$ cat config.mk
export PLATFORM = sky130hd
export DESIGN_NAME = ucounter8_seq
export DESIGN_NICKNAME = d
export VERILOG_FILES = /design/src/rtl/ucounter8_seq.sv
export SDC_FILE = /design/constraint.sdc
export NUM_CORES = 1
export LEC_CHECK = 0
export ABC_AREA = 1
export BUFFER_PORTS_ARGS = -buffer_cell sky130_fd_sc_hd__buf_4
export CAP_MARGIN = 20
export CORE_MARGIN = 1.5
export CORE_UTILIZATION = 40
export DETAILED_ROUTE_END_ITERATION = 8
export PLACE_DENSITY = 0.71
export SLEW_MARGIN = 10
export SYNTH_ARGS = -nofsm -noshare
export SYNTH_HDL_FRONTEND = slang
export SYNTH_SLANG_ARGS = --single-unit
$ cat constraint.sdc
create_clock -name clk -period 1.9 [get_ports clk]
set_input_delay 0.285 -clock clk [delete_from_list [all_inputs] [get_ports clk]]
set_output_delay 0.285 -clock clk [all_outputs]
set_load 0.1 [all_outputs]
$ cat src/rtl/ucounter8_seq.sv
// rtl/ucounter8_seq.sv - command sequencer driving an external 8-bit up/down counter
//
// Commands (cmd_op): 00 LOAD preload, 01 UP, 10 DOWN, 11 WAIT. UP/DOWN/WAIT
// run for cmd_cnt cycles; cmd_arg[0] selects stop-at-terminal for UP/DOWN.
//
// Ports:
//   clk, areset                 clock, asynchronous active-high reset
//   cmd_valid/cmd_ready         command handshake
//   cmd_op, cmd_arg, cmd_cnt    command fields
//   ctr_load_n, ctr_preld_val   counter load strobe (active low) and value
//   ctr_updown, ctr_wrapstop    counter direction (1 = up), stop-at-terminal
//   ctr_en                      counter step enable
//   ctr_overflow                counter terminal flag
//   busy, done, err             status; err qualifies the done pulse
//
// Build option: UCOUNTER8_SEQ_QUEUE_EN adds a 2-entry command FIFO so the
// next command starts straight out of DONE.

module ucounter8_seq #(
  parameter int CNT_W = 8
) (
  input  logic             clk,
  input  logic             areset,
  input  logic             cmd_valid,
  output logic             cmd_ready,
  input  logic [1:0]       cmd_op,
  input  logic [7:0]       cmd_arg,
  input  logic [CNT_W-1:0] cmd_cnt,
  output logic             ctr_load_n,
  output logic [7:0]       ctr_preld_val,
  output logic             ctr_updown,
  output logic             ctr_wrapstop,
  output logic             ctr_en,
  input  logic             ctr_overflow,
  output logic             busy,
  output logic             done,
  output logic             err
);

  typedef enum logic [2:0] {S_IDLE, S_LOAD, S_RUN, S_WAIT, S_DONE} state_t;

  localparam int CMD_W = CNT_W + 10;
  localparam logic [1:0] OP_LOAD = 2'b00;
  localparam logic [1:0] OP_UP   = 2'b01;
  localparam logic [1:0] OP_WAIT = 2'b11;

  state_t           state, state_nx;
  logic [CNT_W-1:0] step, step_nx;
  logic             accept, start, abort;
  logic [CMD_W-1:0] in_cmd, sel_cmd;
  logic [1:0]       sel_op;
  logic [7:0]       sel_arg;
  logic [CNT_W-1:0] sel_cnt;
  logic             ready_nx, busy_nx, load_n_nx, en_nx;
  logic             updown_nx, wrapstop_nx, done_nx, err_nx;
  logic [7:0]       preld_nx;

  assign accept  = cmd_valid && cmd_ready;
  assign in_cmd  = {cmd_op, cmd_arg, cmd_cnt};
  assign sel_op  = sel_cmd[CMD_W-1 -: 2];
  assign sel_arg = sel_cmd[CNT_W +: 8];
  assign sel_cnt = sel_cmd[CNT_W-1:0];

`ifdef UCOUNTER8_SEQ_QUEUE_EN
  logic [CMD_W-1:0] q0, q1;
  logic [1:0]       q_cnt, q_cnt_nx;
  logic             can_start, push, pop;

  // Queued commands are older than the one on the port, so they start first.
  // An incoming command bypasses an empty FIFO to keep one-cycle start latency.
  always_comb begin
    can_start = (state == S_IDLE) || (state == S_DONE);
    pop       = can_start && (q_cnt != 2'd0);
    start     = can_start && ((q_cnt != 2'd0) || accept);
    push      = accept && !(can_start && (q_cnt == 2'd0));
    sel_cmd   = (q_cnt != 2'd0) ? q0 : in_cmd;
    q_cnt_nx  = q_cnt + 2'(push) - 2'(pop);
  end

  always_ff @(posedge clk or posedge areset) begin
    if (areset) begin
      q0    <= '0;
      q1    <= '0;
      q_cnt <= 2'd0;
    end else begin
      q_cnt <= q_cnt_nx;
      if (pop) begin
        q0 <= (push && (q_cnt == 2'd1)) ? in_cmd : q1;
      end else if (push) begin
        if (q_cnt == 2'd0) q0 <= in_cmd;
        else               q1 <= in_cmd;
      end
    end
  end

  assign ready_nx = (q_cnt_nx != 2'd2);
  assign busy_nx  = (state_nx != S_IDLE) || (q_cnt_nx != 2'd0);
`else
  assign start    = (state == S_IDLE) && accept;
  assign sel_cmd  = in_cmd;
  assign ready_nx = (state_nx == S_IDLE);
  assign busy_nx  = (state_nx != S_IDLE);
`endif

  // Overflow only matters while stepping with stop-at-terminal selected.
  assign abort = (state == S_RUN) && ctr_overflow && ctr_wrapstop;

  // Next state and step counter. The step counter parks at 1 on the last
  // RUN/WAIT cycle rather than wrapping through 0.
  always_comb begin
    state_nx = state;
    step_nx  = step;
    case (state)
      S_IDLE: state_nx = S_IDLE;
      S_LOAD: state_nx = S_DONE;
      S_RUN: begin
        if (abort || (step == CNT_W'(1))) state_nx = S_DONE;
        else                              step_nx  = step - CNT_W'(1);
      end
      S_WAIT: begin
        if (step == CNT_W'(1)) state_nx = S_DONE;
        else                   step_nx  = step - CNT_W'(1);
      end
      S_DONE:  state_nx = S_IDLE;
      default: state_nx = S_IDLE;
    endcase
    if (start) begin
      step_nx = sel_cnt;
      if (sel_op == OP_LOAD)          state_nx = S_LOAD;
      else if (sel_cnt == '0)         state_nx = S_DONE;
      else if (sel_op == OP_WAIT)     state_nx = S_WAIT;
      else                            state_nx = S_RUN;
    end
  end

  // Output values for the next cycle, registered below.
  always_comb begin
    load_n_nx   = (state_nx != S_LOAD);
    en_nx       = (state_nx == S_RUN);
    preld_nx    = ctr_preld_val;
    updown_nx   = ctr_updown;
    wrapstop_nx = ctr_wrapstop;
    if (start && (state_nx == S_LOAD)) preld_nx = sel_arg;
    if (start && (state_nx == S_RUN)) begin
      updown_nx   = (sel_op == OP_UP);
      wrapstop_nx = sel_arg[0];
    end
    done_nx = (state_nx == S_DONE);
    err_nx  = abort;
  end

  always_ff @(posedge clk or posedge areset) begin
    if (areset) begin
      state         <= S_IDLE;
      step          <= '0;
      cmd_ready     <= 1'b1;
      ctr_load_n    <= 1'b1;
      ctr_en        <= 1'b0;
      ctr_preld_val <= 8'h00;
      ctr_updown    <= 1'b1;
      ctr_wrapstop  <= 1'b0;
      busy          <= 1'b0;
      done          <= 1'b0;
      err           <= 1'b0;
    end else begin
      state         <= state_nx;
      step          <= step_nx;
      cmd_ready     <= ready_nx;
      ctr_load_n    <= load_n_nx;
      ctr_en        <= en_nx;
      ctr_preld_val <= preld_nx;
      ctr_updown    <= updown_nx;
      ctr_wrapstop  <= wrapstop_nx;
      busy          <= busy_nx;
      done          <= done_nx;
      err           <= err_nx;
    end
  end

endmodule

==> flow_metrics.env <==
export IMPL_min_period_over_period_pct=84.62
export IMPL_totalWireLength_um=3088
export IMPL_hpwl_um=2352
export IMPL_slew_limit_headroom_pct=77.31
export IMPL_crit_path_end_kind="flop"
export IMPL_grt_pass1_vias=1253
export IMPL_syn_instance_count=199
export IMPL_drive_gt1_share_pct=29.29
export IMPL_required_ns=2.12
export IMPL_grt_overflow_total=0
export IMPL_num_rows=22
export IMPL_grt_pass1_wl_um=5444
export IMPL_critPathKind="reg2reg"
export IMPL_ant_nets=0
export IMPL_drt_iter0_markers=38
export IMPL_grt_antenna_before_repair=0
export IMPL_syn_avg_cell_area_sq_um=7.746
export IMPL_initial_core_util_pct=41.79
export IMPL_tightest_slew_ns=0.3404
export IMPL_finalMaxSlewViolations=0
export IMPL_crit_fanout=8
export IMPL_htreeDepth=1
export IMPL_hold_viol=0
export IMPL_ios=38
export IMPL_die_h_um=65.08
export IMPL_wl_per_cell_um=10.76
export IMPL_num_antenna_cells=0
export IMPL_cts_tree="built"
export IMPL_synthesis_nets=223
export IMPL_fin_skew_ns=0.005690
export IMPL_synth_area_sq_um=1541
export IMPL_drc_errors=0
export IMPL_setup_viol_count_final=0
export IMPL_grt_use_total_pct=16.41
export IMPL_final_setup_tns_ns=0
export IMPL_gp_congestion=0.8447
export IMPL_yosysWarnings=0
export IMPL_syn_to_final_growth_pct=24.27
export IMPL_timing_fmax_ghz=0.6220
export IMPL_start_kind="flop"
export IMPL_root_buffer="clkbuf_8"
export IMPL_cts_setup_buffers=0
export IMPL_synth_adder_area_share_pct=1.623
export IMPL_synth_compound_area_share_pct=7.549
export IMPL_synthXorXnorAreaFrac_pct=0.5682
export IMPL_nNetsFinal=264
export IMPL_worstHoldPathType="in2async"
export IMPL_r2r_slack_ns=0.29
export IMPL_portBuffers=37
export IMPL_yosysSeqAreaShare_pct=44.07
export IMPL_ys_seq_elements=27
export IMPL_coreArea_sq_um=3689
export IMPL_vias=1334
export IMPL_period_minus_slack_ns=1.608
export IMPL_synth_cell_types=27
export IMPL_rsz0062_at_grt="no"
export IMPL_cts_buffer_depth=2
export IMPL_hold_buffers=0
export IMPL_arrival_ns=1.82
export IMPL_dieArea_sq_um=4235
export IMPL_clock_latency_ns=0.27
export IMPL_vias_per_cell=4.648
export IMPL_post_cts_resized=0
export IMPL_drv_cap=0
export IMPL_first_pass_iters=4
export IMPL_synth_top_family_by_area="simple AND/OR/NAND/NOR gates"
export IMPL_cts_clk_slew_worst_paths_ns=0.10
export IMPL_status="complete, no violations"
export IMPL_clock_sinks=27
export IMPL_cts_made_buffers=3
export IMPL_grt_start_max_net_pins=28
export IMPL_synth_mux_area_share_pct=0
export IMPL_chipWidth_um=65.08
export IMPL_synthSimpleGateAreaFrac_pct=38.80
[final timing paths]
path,from,to,depth (start not counted)
hold / removal,areset,busy$_DFF_PP0_,3
hold reg to reg,ctr_updown$_DFFE_PP1P_,ctr_updown$_DFFE_PP1P_,2
setup reg to reg,step[0]$_DFFE_PP0P_,step[5]$_DFFE_PP0P_,8
min in group clk,cmd_arg[4],ctr_preld_val[4]$_DFFE_PP0P_,3
setup / recovery,step[0]$_DFFE_PP0P_,step[5]$_DFFE_PP0P_,8
max in group asynchronous,areset,ctr_load_n$_DFF_PP1_,3
[synth_stat cells (all sizes together)]
| cell | n | share of area [%] |
|---|---|---|
| dfstp | 3 | 5.1 |
| a21oi | 1 | 0.32 |
| nand2b | 1 | 0.41 |
| nand3b | 1 | 0.73 |
| nand2 | 79 | 20 |
| a31oi | 1 | 0.41 |
| nor2 | 27 | 9.0 |
| buf | 3 | 1.8 |
| nand3 | 9 | 5.2 |
| inv | 23 | 5.6 |
| o21ai | 18 | 6.8 |
| xor2 | 1 | 0.57 |
| ha | 2 | 1.6 |
| dfrtp | 24 | 39 |
| nor3 | 1 | 1.1 |
| nand4 | 5 | 2.0 |
[worst max-delay path: stages (launching register included)]
cell and delay (ns):
dfrtp_1 0.42, ha_1 0.20, nand2_1 0.15, nor2_1 0.10
o21ai_2 0.20, nand2_1 0.13, nor2_4 0.19, nand2_1 0.10
nand2_1 0.06
[flip-flops by register name (all words and copies together) (netlist names)]
name / flops
busy: 1
cmd_ready: 1
ctr_en: 1
ctr_load_n: 1
ctr_preld_val: 8
ctr_updown: 1
ctr_wrapstop: 1
done: 1
err: 1
state: 3
step: 8
[layout by cell type, fill, tap and decap left out]
master,synthesis,final
buf_4,0,39
inv_2,4,4
nor2_4,4,4
a31oi_1,1,1
ha_1,2,2
nor2_1,20,20
o21ai_2,1,1
nor3_4,1,1
xor2_1,1,1
clkbuf_8,0,3
a21oi_1,1,1
dfrtp_1,24,24
o21ai_0,10,10
nand2b_1,1,1
nand3b_2,1,1
nand2_2,4,4
inv_1,19,19
clkinvlp_4,0,1
nand2_1,74,74
nand4_1,5,5
o21ai_1,6,6
nand2_4,1,1
dfstp_2,3,3
nor2_2,3,3
nand3_2,2,2
nand3_4,2,2
o21ai_4,1,1
nand3_1,5,5
[kinds of logic (layout without fill, tap and decap cells)]
family,after synthesis,after routing
adder cells (fa/ha/maj),2,2
AND/OR/NAND/NOR,123,123
AO/OA/AOI/OAI,20,20
buffers and inverters,26,66
flip-flops,27,27
XOR/XNOR,1,1
[metrics by stage]
step	std cells	util, %	hold slack [ns]	cell area (sq um)	setup slack, ns
final	287	51.93	0.05500	1916	0.2922
after global routing	287	51.93	0.07714	1916	0.09123
after CTS	287	51.93	0.06778	1916	0.2871
after detailed placement	283	50.61	0.3715	1867	0.3269
after global placement	283	50.61	0.3694	1867	0.3475
after floorplan	199	-	0.3355	1541	0.07948
[cell type report]
cell class,count,area [sq um]
timing repair buffer,39,292.8
fill,362,1773
sequential,27,679.4
clock buffer,3,41.29
tap,48,60.06
multi-input combinational,146,748.2
inverter,23,86.33
clock inverter,1,7.507
[metal layers]
layer	wire length (um)	global-route usage (%)	part of all wire [%]
met2	1495	27.45	48
met4	44	5.729	1.4
met1	1424	22.04	46
met5	0	0	0
met3	123	1.910	4.0
Power is left out: the tool's default activity adds up to more than one toggle a clock period on the data nets, which glitch-free logic cannot reach.
